[src/rtl/riscv_ctrl_pkg.sv]
// Shared types and encodings for the multi-cycle RV32I sequencing controller.
// The TRAP state exists only when CTRL_ILLEGAL_TRAP_EN is defined.
package riscv_ctrl_pkg;

    typedef enum logic [3:0] {
        S_FETCH    = 4'd0,
        S_DECODE   = 4'd1,
        S_MEMADR   = 4'd2,
        S_MEMREAD  = 4'd3,
        S_MEMWB    = 4'd4,
        S_MEMWRITE = 4'd5,
        S_EXECR    = 4'd6,
        S_EXECI    = 4'd7,
        S_ALUWB    = 4'd8,
        S_BRANCH   = 4'd9,
`ifdef CTRL_ILLEGAL_TRAP_EN
        S_JAL      = 4'd10,
        S_TRAP     = 4'd11
`else
        S_JAL      = 4'd10
`endif
    } state_e;

    localparam logic [6:0] OP_LOAD   = 7'b0000011;
    localparam logic [6:0] OP_STORE  = 7'b0100011;
    localparam logic [6:0] OP_RTYPE  = 7'b0110011;
    localparam logic [6:0] OP_IALU   = 7'b0010011;
    localparam logic [6:0] OP_BRANCH = 7'b1100011;
    localparam logic [6:0] OP_JAL    = 7'b1101111;

    localparam logic [2:0] ALU_ADD = 3'b000;
    localparam logic [2:0] ALU_SLL = 3'b001;
    localparam logic [2:0] ALU_SUB = 3'b010;
    localparam logic [2:0] ALU_XOR = 3'b100;
    localparam logic [2:0] ALU_SRL = 3'b101;
    localparam logic [2:0] ALU_OR  = 3'b110;
    localparam logic [2:0] ALU_AND = 3'b111;

    typedef enum logic [1:0] {
        ALUOP_ADD   = 2'b00,
        ALUOP_SUB   = 2'b01,
        ALUOP_FUNCT = 2'b10
    } alu_op_e;

    typedef enum logic [1:0] {
        RES_ALUOUT    = 2'b00,
        RES_DATA      = 2'b01,
        RES_ALURESULT = 2'b10
    } result_src_e;

    typedef enum logic [1:0] {
        SRCA_PC    = 2'b00,
        SRCA_OLDPC = 2'b01,
        SRCA_RD1   = 2'b10
    } alu_src_a_e;

    typedef enum logic [1:0] {
        SRCB_RD2  = 2'b00,
        SRCB_IMM  = 2'b01,
        SRCB_FOUR = 2'b10
    } alu_src_b_e;

    typedef enum logic [1:0] {
        IMM_I = 2'b00,
        IMM_S = 2'b01,
        IMM_B = 2'b10,
        IMM_J = 2'b11
    } imm_src_e;

    // Immediate format depends only on the opcode; unknown opcodes default to I.
    function automatic imm_src_e imm_src_of(input logic [6:0] op);
        case (op)
            OP_STORE:  return IMM_S;
            OP_BRANCH: return IMM_B;
            OP_JAL:    return IMM_J;
            default:   return IMM_I;
        endcase
    endfunction

endpackage

[src/rtl/alu_decoder.sv]
// Maps the controller's ALUOp plus instruction fields onto the 3-bit ALUControl code.
// slt/sltu are unsupported and fall back to add.
module alu_decoder
    import riscv_ctrl_pkg::*;
(
    input  logic [1:0] alu_op,
    input  logic [2:0] funct3,
    input  logic       funct7b5,
    input  logic       op_b5,
    output logic [2:0] alu_control
);

    always_comb begin
        alu_control = ALU_ADD;
        case (alu_op_e'(alu_op))
            ALUOP_ADD: alu_control = ALU_ADD;
            ALUOP_SUB: alu_control = ALU_SUB;
            ALUOP_FUNCT: begin
                case (funct3)
                    // op[5] separates R-type (sub possible) from I-ALU, where bit 30 is immediate.
                    3'b000:  alu_control = (op_b5 && funct7b5) ? ALU_SUB : ALU_ADD;
                    3'b001:  alu_control = ALU_SLL;
                    3'b100:  alu_control = ALU_XOR;
                    3'b101:  alu_control = ALU_SRL;
                    3'b110:  alu_control = ALU_OR;
                    3'b111:  alu_control = ALU_AND;
                    default: alu_control = ALU_ADD;
                endcase
            end
            default: alu_control = ALU_ADD;
        endcase
    end

endmodule

[src/rtl/multicycle_controller.sv]
// Moore sequencing FSM for the multi-cycle RV32I core: fetch/decode/execute/memory/writeback.
// Define CTRL_ILLEGAL_TRAP_EN to trap on unsupported opcodes and expose IllegalOp.
module multicycle_controller
    import riscv_ctrl_pkg::*;
(
    input  logic       clk,
    input  logic       rst_n,
    input  logic [6:0] op,
    input  logic [2:0] funct3,
    input  logic       funct7b5,
    input  logic       Zero,
    input  logic       sign_flag,
    output logic       PCWrite,
    output logic       AdrSrc,
    output logic       MemWrite,
    output logic       IRWrite,
    output logic       RegWrite,
    output logic [1:0] ResultSrc,
    output logic [1:0] ALUSrcA,
    output logic [1:0] ALUSrcB,
    output logic [1:0] ImmSrc,
    output logic [2:0] ALUControl
`ifdef CTRL_ILLEGAL_TRAP_EN
    ,
    output logic       IllegalOp
`endif
);

    state_e  state_q, state_d;
    alu_op_e alu_op;
    logic    branch_taken;

    // NOTE: state flops use non-blocking assignment so every flop samples pre-edge values.
    always_ff @(posedge clk or negedge rst_n) begin
        if (!rst_n) begin
            state_q <= S_FETCH;
        end else begin
            state_q <= state_d;
        end
    end

    always_comb begin
        state_d = S_FETCH;
        case (state_q)
            S_FETCH: state_d = S_DECODE;
            S_DECODE: begin
                case (op)
                    OP_LOAD,
                    OP_STORE:  state_d = S_MEMADR;
                    OP_RTYPE:  state_d = S_EXECR;
                    OP_IALU:   state_d = S_EXECI;
                    OP_BRANCH: state_d = S_BRANCH;
                    OP_JAL:    state_d = S_JAL;
`ifdef CTRL_ILLEGAL_TRAP_EN
                    default:   state_d = S_TRAP;
`else
                    default:   state_d = S_FETCH;
`endif
                endcase
            end
            S_MEMADR:   state_d = (op == OP_LOAD) ? S_MEMREAD : S_MEMWRITE;
            S_MEMREAD:  state_d = S_MEMWB;
            S_MEMWB:    state_d = S_FETCH;
            S_MEMWRITE: state_d = S_FETCH;
            S_EXECR:    state_d = S_ALUWB;
            S_EXECI:    state_d = S_ALUWB;
            S_ALUWB:    state_d = S_FETCH;
            S_BRANCH:   state_d = S_FETCH;
            S_JAL:      state_d = S_ALUWB;
`ifdef CTRL_ILLEGAL_TRAP_EN
            S_TRAP:     state_d = S_TRAP;
`endif
            default:    state_d = S_FETCH;
        endcase
    end

    // blt/bge look only at the sign of the subtraction; overflow is deliberately ignored.
    always_comb begin
        case (funct3)
            3'b000:  branch_taken = Zero;
            3'b001:  branch_taken = !Zero;
            3'b100:  branch_taken = sign_flag;
            3'b101:  branch_taken = !sign_flag;
            default: branch_taken = 1'b0;
        endcase
    end

    // NOTE: every output gets a default first so no path through the case infers a latch.
    always_comb begin
        PCWrite   = 1'b0;
        AdrSrc    = 1'b0;
        MemWrite  = 1'b0;
        IRWrite   = 1'b0;
        RegWrite  = 1'b0;
        ResultSrc = RES_ALUOUT;
        ALUSrcA   = SRCA_PC;
        ALUSrcB   = SRCB_RD2;
        ImmSrc    = imm_src_of(op);
        alu_op    = ALUOP_ADD;
`ifdef CTRL_ILLEGAL_TRAP_EN
        IllegalOp = 1'b0;
`endif
        case (state_q)
            S_FETCH: begin
                // Reset forces FETCH, so this branch also defines the outputs seen during reset.
                IRWrite   = 1'b1;
                PCWrite   = 1'b1;
                ALUSrcB   = SRCB_FOUR;
                ResultSrc = RES_ALURESULT;
                ImmSrc    = IMM_I;
            end
            S_DECODE: begin
                ALUSrcA = SRCA_OLDPC;
                ALUSrcB = SRCB_IMM;
            end
            S_MEMADR: begin
                ALUSrcA = SRCA_RD1;
                ALUSrcB = SRCB_IMM;
            end
            S_MEMREAD: begin
                AdrSrc = 1'b1;
            end
            S_MEMWB: begin
                ResultSrc = RES_DATA;
                RegWrite  = 1'b1;
            end
            S_MEMWRITE: begin
                AdrSrc   = 1'b1;
                MemWrite = 1'b1;
            end
            S_EXECR: begin
                ALUSrcA = SRCA_RD1;
                ALUSrcB = SRCB_RD2;
                alu_op  = ALUOP_FUNCT;
            end
            S_EXECI: begin
                ALUSrcA = SRCA_RD1;
                ALUSrcB = SRCB_IMM;
                alu_op  = ALUOP_FUNCT;
            end
            S_ALUWB: begin
                RegWrite = 1'b1;
            end
            S_BRANCH: begin
                ALUSrcA = SRCA_RD1;
                ALUSrcB = SRCB_RD2;
                alu_op  = ALUOP_SUB;
                PCWrite = branch_taken;
            end
            S_JAL: begin
                ALUSrcA = SRCA_OLDPC;
                ALUSrcB = SRCB_FOUR;
                PCWrite = 1'b1;
            end
`ifdef CTRL_ILLEGAL_TRAP_EN
            S_TRAP: begin
                ImmSrc    = IMM_I;
                IllegalOp = 1'b1;
            end
`endif
            default: begin
                ImmSrc = IMM_I;
            end
        endcase
    end

    alu_decoder u_alu_decoder (
        .alu_op      (alu_op),
        .funct3      (funct3),
        .funct7b5    (funct7b5),
        .op_b5       (op[5]),
        .alu_control (ALUControl)
    );

endmodule

[config.mk]
export PLATFORM = sky130hd
export DESIGN_NAME = multicycle_controller
export DESIGN_NICKNAME = d
export VERILOG_FILES = /design/src/rtl/riscv_ctrl_pkg.sv /design/src/rtl/alu_decoder.sv /design/src/rtl/multicycle_controller.sv
export SDC_FILE = /design/constraint.sdc
export NUM_CORES = 1
export LEC_CHECK = 0
export ABC_AREA = 1
export CAP_MARGIN = 20
export CORE_MARGIN = 3
export CORE_UTILIZATION = 38
export CTS_CLUSTER_DIAMETER = 120
export DETAILED_ROUTE_END_ITERATION = 16
export GPL_TIMING_DRIVEN = 0
export PLACE_DENSITY = 0.78
export RECOVER_POWER = 50
export SLEW_MARGIN = 30
export SYNTH_ARGS = -nofsm -noshare
export SYNTH_HDL_FRONTEND = slang
export SYNTH_HIERARCHICAL = 1
export SYNTH_SLANG_ARGS = --single-unit
[constraint.sdc]
create_clock -name clk -period 1.8 [get_ports clk]
set_input_delay 0.18 -clock clk [delete_from_list [all_inputs] [get_ports clk]]
set_output_delay 0.18 -clock clk [all_outputs]
set_load 0.01 [all_outputs]
==> flow_results.org, run 1 <==
** Floorplanning
- Total number of placement rows :: 13
- Placeable core region :: around 1400 um^2
- Initial Utilization :: 42.7%
- Number of top-level pins :: 31
- Die Span X :: 45.4 um
- The die covers 2060 um^2.
- Vertical die dimension :: 45.4 um

** Yosys
- Count of mapped cells out of synthesis :: 112
- Top cells by instance count after synthesis :: sky130_fd_sc_hd__nand2_1 (32), sky130_fd_sc_hd__inv_1 (21), sky130_fd_sc_hd__nor2_1 (18), sky130_fd_sc_hd__nand3_1 (10)
- Among all flip-flop cells after synthesis, the most frequent one is sky130_fd_sc_hd__dfrtp_1.
- Post-Synthesis Mean Instance Area :: 5.27 um^2
- Fraction of post-synthesis cell area in the top cell type by area :: 20.3%
- In the post-synthesis netlist, the biggest area contributors are sky130_fd_sc_hd__nand2_1 (20%), sky130_fd_sc_hd__dfrtp_1 (17%), sky130_fd_sc_hd__inv_1 (13%).
- Share of the yosys chip area belonging to registers :: 16.9%
- By instance count, the leading cell after synthesis is sky130_fd_sc_hd__nand2_1.
- The synthesized netlist contains 18 unique library cells.
- EDFF count, synth :: 0
- Number of warnings reported in the yosys synthesis log :: 6
- Counting flops with an async set or reset pin after synthesis yields a share of 100%.
- Area leader, netlist :: sky130_fd_sc_hd__nand2_1
- Flip-flop and latch count after synthesis :: 4
- After synthesis the cells add up to 591 um^2.
- Post-Syn Nets :: roughly 130

** Setup path
- STA classifies the critical path startpoint as a flop.
- For flop-to-flop paths, the worst setup slack is 610 ps.
- Data arrival time of the critical path :: ~1600 ps
- Worst EP required :: 1620 ps
- For the worst flop-to-flop path, the logic depth is 6.
- CP peak stage delay :: 380 ps
- The worst setup path is captured at an output pin.
- The worst register-to-register path ends at state_q[2].
- Worst path cell trace :: inv_2, nand2_4, nor2_4, ha_4, inv_2, nor2_2, nand3b_1, a21oi_2, buf_2
- Critical Path Most Common Cell :: sky130_fd_sc_hd__inv_2
- In this run the worst path has a maximum fanout of 6.
- The largest individual stage delay along the critical path comes from the cell sky130_fd_sc_hd__dfrtp_1.
- Source of the worst register-to-register timing path :: state_q[2]
- Setup Crit Path Kind :: flop to output pin

** Global route
- The first global-routing pass estimated roughly 2.7 mm of wire.
- Antenna violations before repair :: 0
- In the global route stage, overall resource usage came out at between 10% and 20%.
- The number of global-route vias before repair was 690.
- Pin count of the biggest net entering global routing :: 7
- Leftover overflow at the end of global routing :: 0

** Clock tree
- Buffers from clock root to sink, at most :: 2
- TritonCTS built the clock tree.
- The number of hold buffers added after CTS was 0.
- Number of sinks driven by the clock tree :: 4
- In this run the number of H-tree levels came out at 1.
- Root buffer cell :: sky130_fd_sc_hd__clkbuf_4
- Clock Pin Slew Worst Setup and Hold Paths :: 40 ps
- Number of CTS-inserted buffers :: 3
- Clock latency on the worst-skew pair, taken at its later pin, is 250 ps.

** Placement
- The congestion estimate from routability-driven global placement came to 0.776.
- Worst setup slack before clock tree synthesis :: -333 ps
- Port buffering added 30 buffers.
- Half-perimeter wire length after placement :: 1.31 mm
- Number of cells in the design after placement :: ~160

** Cells and area
- The net count of the finished layout is 168.
- Antenna fix cells :: 0
- Top flop regs :: state_q (4)
- The register with the most flip-flops in the layout has 4 of them.
- Relative to the synthesized area, the layout overhead comes to 68.6%.
- Cells fill a little over 70% of the core in the end.
- The register with the most flip-flops in the final layout is state_q.
- The count of cells in the finished layout, fillers not included, comes to 164.
- Of the cells placed in the final design, the portion with a size suffix greater than 1 is 22.8%.

** Route
- In this run, the number of DRC markers left after iteration 0 of detailed routing was 7.
- The count of nets left with antenna violations once routing finished came out at 0.
- Routed via count :: 789
- Via/cell ratio :: 4.81
- Wire length reported by the detailed router :: roughly 1.6 mm
- 1st-pass router iterations :: 4
- WL/cell :: 9.92 um
- For this run, design rule violations remaining after detail routing come to 0.

** Power and ir drop
- The design draws 0.685 mW.
- For this design the ratio of total power to cell area is 688 nW/um^2.
- Worst IR drop on VDD :: 433 uV
- In this run the static leakage power is 0.507 nW.

** Timing
- Setup repair after global routing missed its margin :: yes
- Max Fclk :: 556 MHz
- The number of max-slew violations in the final report is 0.
- For the final routed database, the setup TNS stands at 0 ps.
- After layout, the worst path uses ~100% of the clock period.
- Clock skew on the completed layout was measured at approximately 8.6 ps.
- At the pin with the least slew margin, the transition time is 222 ps.
- The smallest clock period supported by the final layout is computed as 1800 ps.
- Final worst setup slack :: between 2 and 3 ps
- Remaining max-slew budget at the tightest pin :: 85.1%
- The number of hold violations in the final report came to 0.
- Setup violations, final :: 0

** Worst hold path
- Tightest Hold Check Type :: primary input to async pin

** Status
- The run finished with clean final reports.

** Flow run
- Max-cap violations :: 0
## cells in the final DEF, fill, tap and decap left out
| cell | netlist | layout |
|---|---|---|
| sky130_fd_sc_hd__nand2_1 | 32 | 30 |
| sky130_fd_sc_hd__inv_1 | 21 | 17 |
| sky130_fd_sc_hd__nor2_1 | 18 | 15 |
| sky130_fd_sc_hd__clkdlybuf4s50_1 | 0 | 14 |
| sky130_fd_sc_hd__nand3_1 | 10 | 10 |
| sky130_fd_sc_hd__dlygate4sd2_1 | 0 | 8 |
| sky130_fd_sc_hd__inv_2 | 3 | 7 |
| sky130_fd_sc_hd__nor2_4 | 1 | 5 |
| sky130_fd_sc_hd__buf_4 | 1 | 5 |
| sky130_fd_sc_hd__o21ai_0 | 4 | 4 |
| sky130_fd_sc_hd__nand2_2 | 2 | 3 |
| sky130_fd_sc_hd__nor2_2 | 4 | 3 |
| sky130_fd_sc_hd__a21oi_1 | 3 | 3 |
| sky130_fd_sc_hd__clkbuf_4 | 0 | 3 |
| sky130_fd_sc_hd__buf_2 | 0 | 3 |
| sky130_fd_sc_hd__clkdlybuf4s25_1 | 0 | 3 |
| sky130_fd_sc_hd__dfrtp_1 | 4 | 3 |
| sky130_fd_sc_hd__nand3b_1 | 2 | 2 |
| sky130_fd_sc_hd__nand2_4 | 0 | 1 |
| sky130_fd_sc_hd__o211ai_1 | 1 | 1 |
| sky130_fd_sc_hd__nor3_1 | 2 | 1 |
| sky130_fd_sc_hd__o21ai_1 | 1 | 1 |
| sky130_fd_sc_hd__dlygate4sd3_1 | 0 | 1 |
| sky130_fd_sc_hd__dlymetal6s2s_1 | 0 | 1 |
| sky130_fd_sc_hd__dfrtp_2 | 0 | 1 |
| sky130_fd_sc_hd__a21oi_2 | 1 | 1 |
| sky130_fd_sc_hd__nor3_2 | 0 | 1 |
| sky130_fd_sc_hd__ha_4 | 0 | 1 |
| sky130_fd_sc_hd__ha_1 | 2 | 1 |
## cell type report
class | instances | area, um^2
multi-input combinational | 83 | 448
clock buffer | 3 | 22.5
sequential | 4 | 101
tap | 15 | 18.8
inverter | 24 | 90.1
timing repair buffer | 34 | 308
buffer | 1 | 7.51
fill | 126 | 387
## worst max path at each step
stage                     from       endpoint  depth (start not counted)
floorplan           state_q[2]  ALUControl[0]                          6
global placement    state_q[3]  ALUControl[1]                          9
detailed placement  state_q[3]  ALUControl[1]                          9
CTS                 state_q[2]     ALUSrcB[1]                          6
global route        state_q[3]  ALUControl[1]                          9
finish              state_q[3]  ALUControl[1]                          9
## layer usage
layer / GRT usage [%] / vias to the layer above / routed length, um
met4: 12.3 / 0 / 34
met1: 21.1 / 339 / 713
met5: 0 / - / 0
li1: - / 418 / -
met2: 29.8 / 27 / 767
met3: 6.32 / 5 / 111
## where the power goes
part / total (mW) / leakage (nW) / switching [mW] / internal [mW]
Clock: 0.118 / 0.0138 / 0.0434 / 0.0750
Combinational: 0.450 / 0.441 / 0.231 / 0.220
Sequential: 0.116 / 0.0521 / 0.0119 / 0.104
## timing repair
| item | CTS | global route |
|---|---|---|
| setup endpoints to repair | 11 | 9 |
| resized for setup | 36 | 10 |
| pin swaps | 2 | 3 |
| buffers inserted | 2 | 2 |
## logic make-up after synthesis
logic type      Yosys count  share of synthesized area [%]
fa+ha+maj                 2                           4.24
buf+inv                  25                           16.5
compound gates           10                           9.53
flops                     4                           16.9
simple gates             71                           52.8
## metrics by stage
stage | area (um^2) | hold WS (ps)
3_3_place_gp | 910 | 389
4_1_cts | 980 | 138
5_1_grt | 996 | 210
3_5_place_dp | 910 | 392
6_report | 996 | 196
2_1_floorplan | 591 | -116
## worst max-delay path, delay by kind of cell, from the launching register on
family                   cells  cell delay (ps)
AO/OA/AOI/OAI                1              110
adder cells (fa/ha/maj)      1              160
flip-flops                   1              380
buffers and inverters        3              290
AND/OR/NAND/NOR              4              410
No activity file was read; power rests on OpenSTA's default activity.
==> run 2: changes to the inputs <==
--- a/config.mk
+++ b/config.mk
@@ -11,9 +11,10 @@
 export CORE_UTILIZATION = 38
 export CTS_CLUSTER_DIAMETER = 120
 export DETAILED_ROUTE_END_ITERATION = 16
-export GPL_TIMING_DRIVEN = 0
+export GPL_ROUTABILITY_DRIVEN = 0
+export GPL_TIMING_DRIVEN = 1
 export PLACE_DENSITY = 0.78
-export RECOVER_POWER = 50
+export RECOVER_POWER = 25
 export SLEW_MARGIN = 30
 export SYNTH_ARGS = -nofsm -noshare
 export SYNTH_HDL_FRONTEND = slang
==> flow_results.org, run 2 (same netlist as run 1, synthesis figures left out) <==
** Route
- The total number of vias was 844 (was 789).
- The total routed wirelength was 1.87 mm (was 1.63 mm).
- The detail-routed via count per cell was 4.69 (was 4.81).
- The iteration count of the initial detailed-routing pass came to 4 (unchanged).
- The count of unresolved DRC violations after routing is 0 (unchanged).
- Violation count after the first detailed-route iteration :: 13 (was 7)
- The count of nets left with antenna violations after detail routing is 0 (unchanged).
- WL/cell :: 10.4 um (was 9.92 um)

** Global route
- The number of antenna violations at the first check in global routing came to 0 (unchanged).
- Via count of the first global-routing pass :: 806 (was 690)
- The first-pass GRT wire length is 3.08 mm (was 2.73 mm).
- The pin count of the biggest net entering global routing came to 7 (unchanged).
- The global-route usage over all layers is 20.3% (was 18.8%).
- Leftover overflow at the end of global routing :: 0 (unchanged)

** Floorplanning
- The initial cell density of the core was 42.7% (unchanged).
- Total number of placement rows :: 13 (unchanged)
- Number of top-level pins :: 31 (unchanged)
- Die Span X :: 45.4 um (unchanged)
- The core area came to 1380 um^2 (unchanged).
- The die height came to 45.4 um (unchanged).
- Die footprint :: 2060 um^2 (unchanged)

** Timing
- The number of endpoints failing setup at the final stage is 0 (unchanged).
- Remaining max-slew budget at the tightest pin :: 82.9% (was 85.1%)
- The peak clock frequency supported by timing was 563 MHz (was 556 MHz).
- Final period demand of the worst path :: 1780 ps (was 1800 ps)
- Slew at the pin closest to its max-slew limit :: 255 ps (was 222 ps)
- The number of hold violations in the final report was 0 (unchanged).
- The period utilization is 98.8% (was 99.8%).
- The number of max-slew violations in the final report is 0 (unchanged).
- Setup repair after global routing missed its margin :: yes (unchanged)
- Final clock skew :: 2.49 ps (was 8.62 ps)

** Power and ir drop
- The cell leakage power was 0.665 nW (was 0.507 nW).
- Worst IR drop on VDD :: 312 uV (was 433 uV)
- Power density relative to cell area :: 628 nW/um^2 (was 688 nW/um^2)
- The overall power of the completed layout was 0.700 mW (was 0.685 mW).

** Clock tree
- The number of H-tree levels is 1 (unchanged).
- The CTS tree was yes (unchanged).
- Clock latency of the later-clocked register in the worst-skew pair :: 240 ps (was 250 ps)
- The worst-case clock buffer depth is 2 (unchanged).
- Number of sinks driven by the clock tree :: 4 (unchanged)
- The clock slew at the register clock pins of the worst setup and hold paths was 40 ps (about the same).
- The root buffer cell is sky130_fd_sc_hd__clkbuf_4 (unchanged).
- The TritonCTS buffer count is 3 (unchanged).
- Total setup buffers inserted after CTS :: 0 (was 2)

** Flow run
- Max-cap violations :: 0 (unchanged)

** Cells and area
- The area of combinational cells with multiple inputs came to 429 um^2 (was 448 um^2).
- Top flop regs: state_q (4) (unchanged).
- The signed area change from the synthesized netlist to the final layout was 89.0% (was 68.6%).
- Antenna fix cells :: 0 (unchanged)
- Final Cell Area :: 1120 um^2 (was 996 um^2)
- The area taken by flip-flops and latches came to 100 um^2 (was 101 um^2).
- The share of the core filled with cells in the final layout was 80.7% (was 72.0%).
- The flip-flop count of the largest register after layout was 4 (unchanged).
- Share of cells above drive strength 1 :: 26.1% (was 22.8%)
- The most common cell after layout, fill and taps aside was sky130_fd_sc_hd__nand2_1 (unchanged).
- Layout filler cell count :: 105 (was 126)
- Commonest non-fill, non-tap cells in the layout :: sky130_fd_sc_hd__nand2_1 (31), sky130_fd_sc_hd__inv_1 (21), sky130_fd_sc_hd__buf_4 (21), sky130_fd_sc_hd__nor2_1 (17), sky130_fd_sc_hd__clkdlybuf4s50_1 (13) (was sky130_fd_sc_hd__nand2_1 (30), sky130_fd_sc_hd__inv_1 (17), sky130_fd_sc_hd__nor2_1 (15), sky130_fd_sc_hd__clkdlybuf4s50_1 (14), sky130_fd_sc_hd__nand3_1 (10))
- Register ranked first by flip-flop count :: state_q (unchanged)
- The final-stage net count was 184 (was 168).

** Placement
- I/O Buffers :: 30 (unchanged)
- Placed cell area :: 1060 um^2 (was 910 um^2)
- The HPWL reported at the end of detailed placement came to 1.56 mm (was 1.31 mm).

** Setup path
- The required time of the critical path was 1620 ps (about the same).
- The highest net fanout along the worst path is 3 (was 6).
- The data arrival time of the critical path came to 1600 ps (was 1620 ps).
- The nature of the critical path startpoint is a flop (unchanged).
- The startpoint-to-endpoint class of the critical path is flop to output pin (unchanged).
- The nature of the critical path endpoint is an output pin (unchanged).

** Status
- Run status: finished clean (unchanged).

** Worst hold path
- Tightest Hold Check Type :: primary input to async pin (unchanged)
## run 2: final timing paths
| kind | startpoint | endpoint | slack [ps] | cells after the start |
|---|---|---|---|---|
| max in group asynchronous | rst_n | state_q[0] | 1420 | 1 |
| max reg2reg | state_q[1] | state_q[0] | 570 | 7 |
| min reg2reg | state_q[3] | state_q[0] | 670 | 4 |
| max | state_q[3] | ALUControl[1] | 20 | 11 |
| min | rst_n | state_q[3] | 210 | 1 |
| min in group clk | state_q[3] | state_q[0] | 670 | 4 |
## run 2: layer usage
metal,GRT usage (%),share of wire [%]
met5,0,0
met2,38.2,56
met1,20.7,37
met4,8.77,0
met3,4.74,6.9
## run 2: area by class of cell
| type | instances | share of cell area [%] |
|---|---|---|
| clock buffer | 3 | 2.02 |
| timing repair buffer | 51 | 40.8 |
| sequential | 4 | 8.97 |
| multi-input combinational | 83 | 38.5 |
| tap | 15 | 1.68 |
| inverter | 24 | 8.07 |
## run 2: through the flow
stage / setup slack, ps / TNS (ps) / hold slack (ps) / cells
floorplan: 278 / 0 / -116 / 112
global placement: -106 / -290 / 390 / 177
detailed placement: -189 / -560 / 393 / 177
CTS: -130 / -472 / 142 / 180
global route: -98.6 / -275 / 232 / 180
finish: 22.2 / 0 / 211 / 180
## run 2: timing repair
item / in CTS / in global routing
hold buffers: 0 / 0
pin swaps: 0 / 3
gates resized for setup: 18 / 16
setup endpoints to repair: 13 / 11
## run 2: worst max-delay path: stages, from the launching register on
cell	delay (ps)
sky130_fd_sc_hd__dfrtp_1	380
sky130_fd_sc_hd__inv_2	90
sky130_fd_sc_hd__nor2_2	50
sky130_fd_sc_hd__nand2_1	80
sky130_fd_sc_hd__inv_1	50
sky130_fd_sc_hd__inv_1	90
sky130_fd_sc_hd__ha_4	160
sky130_fd_sc_hd__inv_2	40
sky130_fd_sc_hd__nor2_2	70
sky130_fd_sc_hd__nand3b_1	90
sky130_fd_sc_hd__a21oi_2	110
sky130_fd_sc_hd__buf_2	140
## run 2: power breakdown
group / switching, mW / total [mW] / internal (mW)
combinational: 0.238 / 0.476 / 0.238
clock: 0.0384 / 0.113 / 0.0747
sequential: 0.00728 / 0.111 / 0.104
total: 0.284 / 0.700 / 0.417
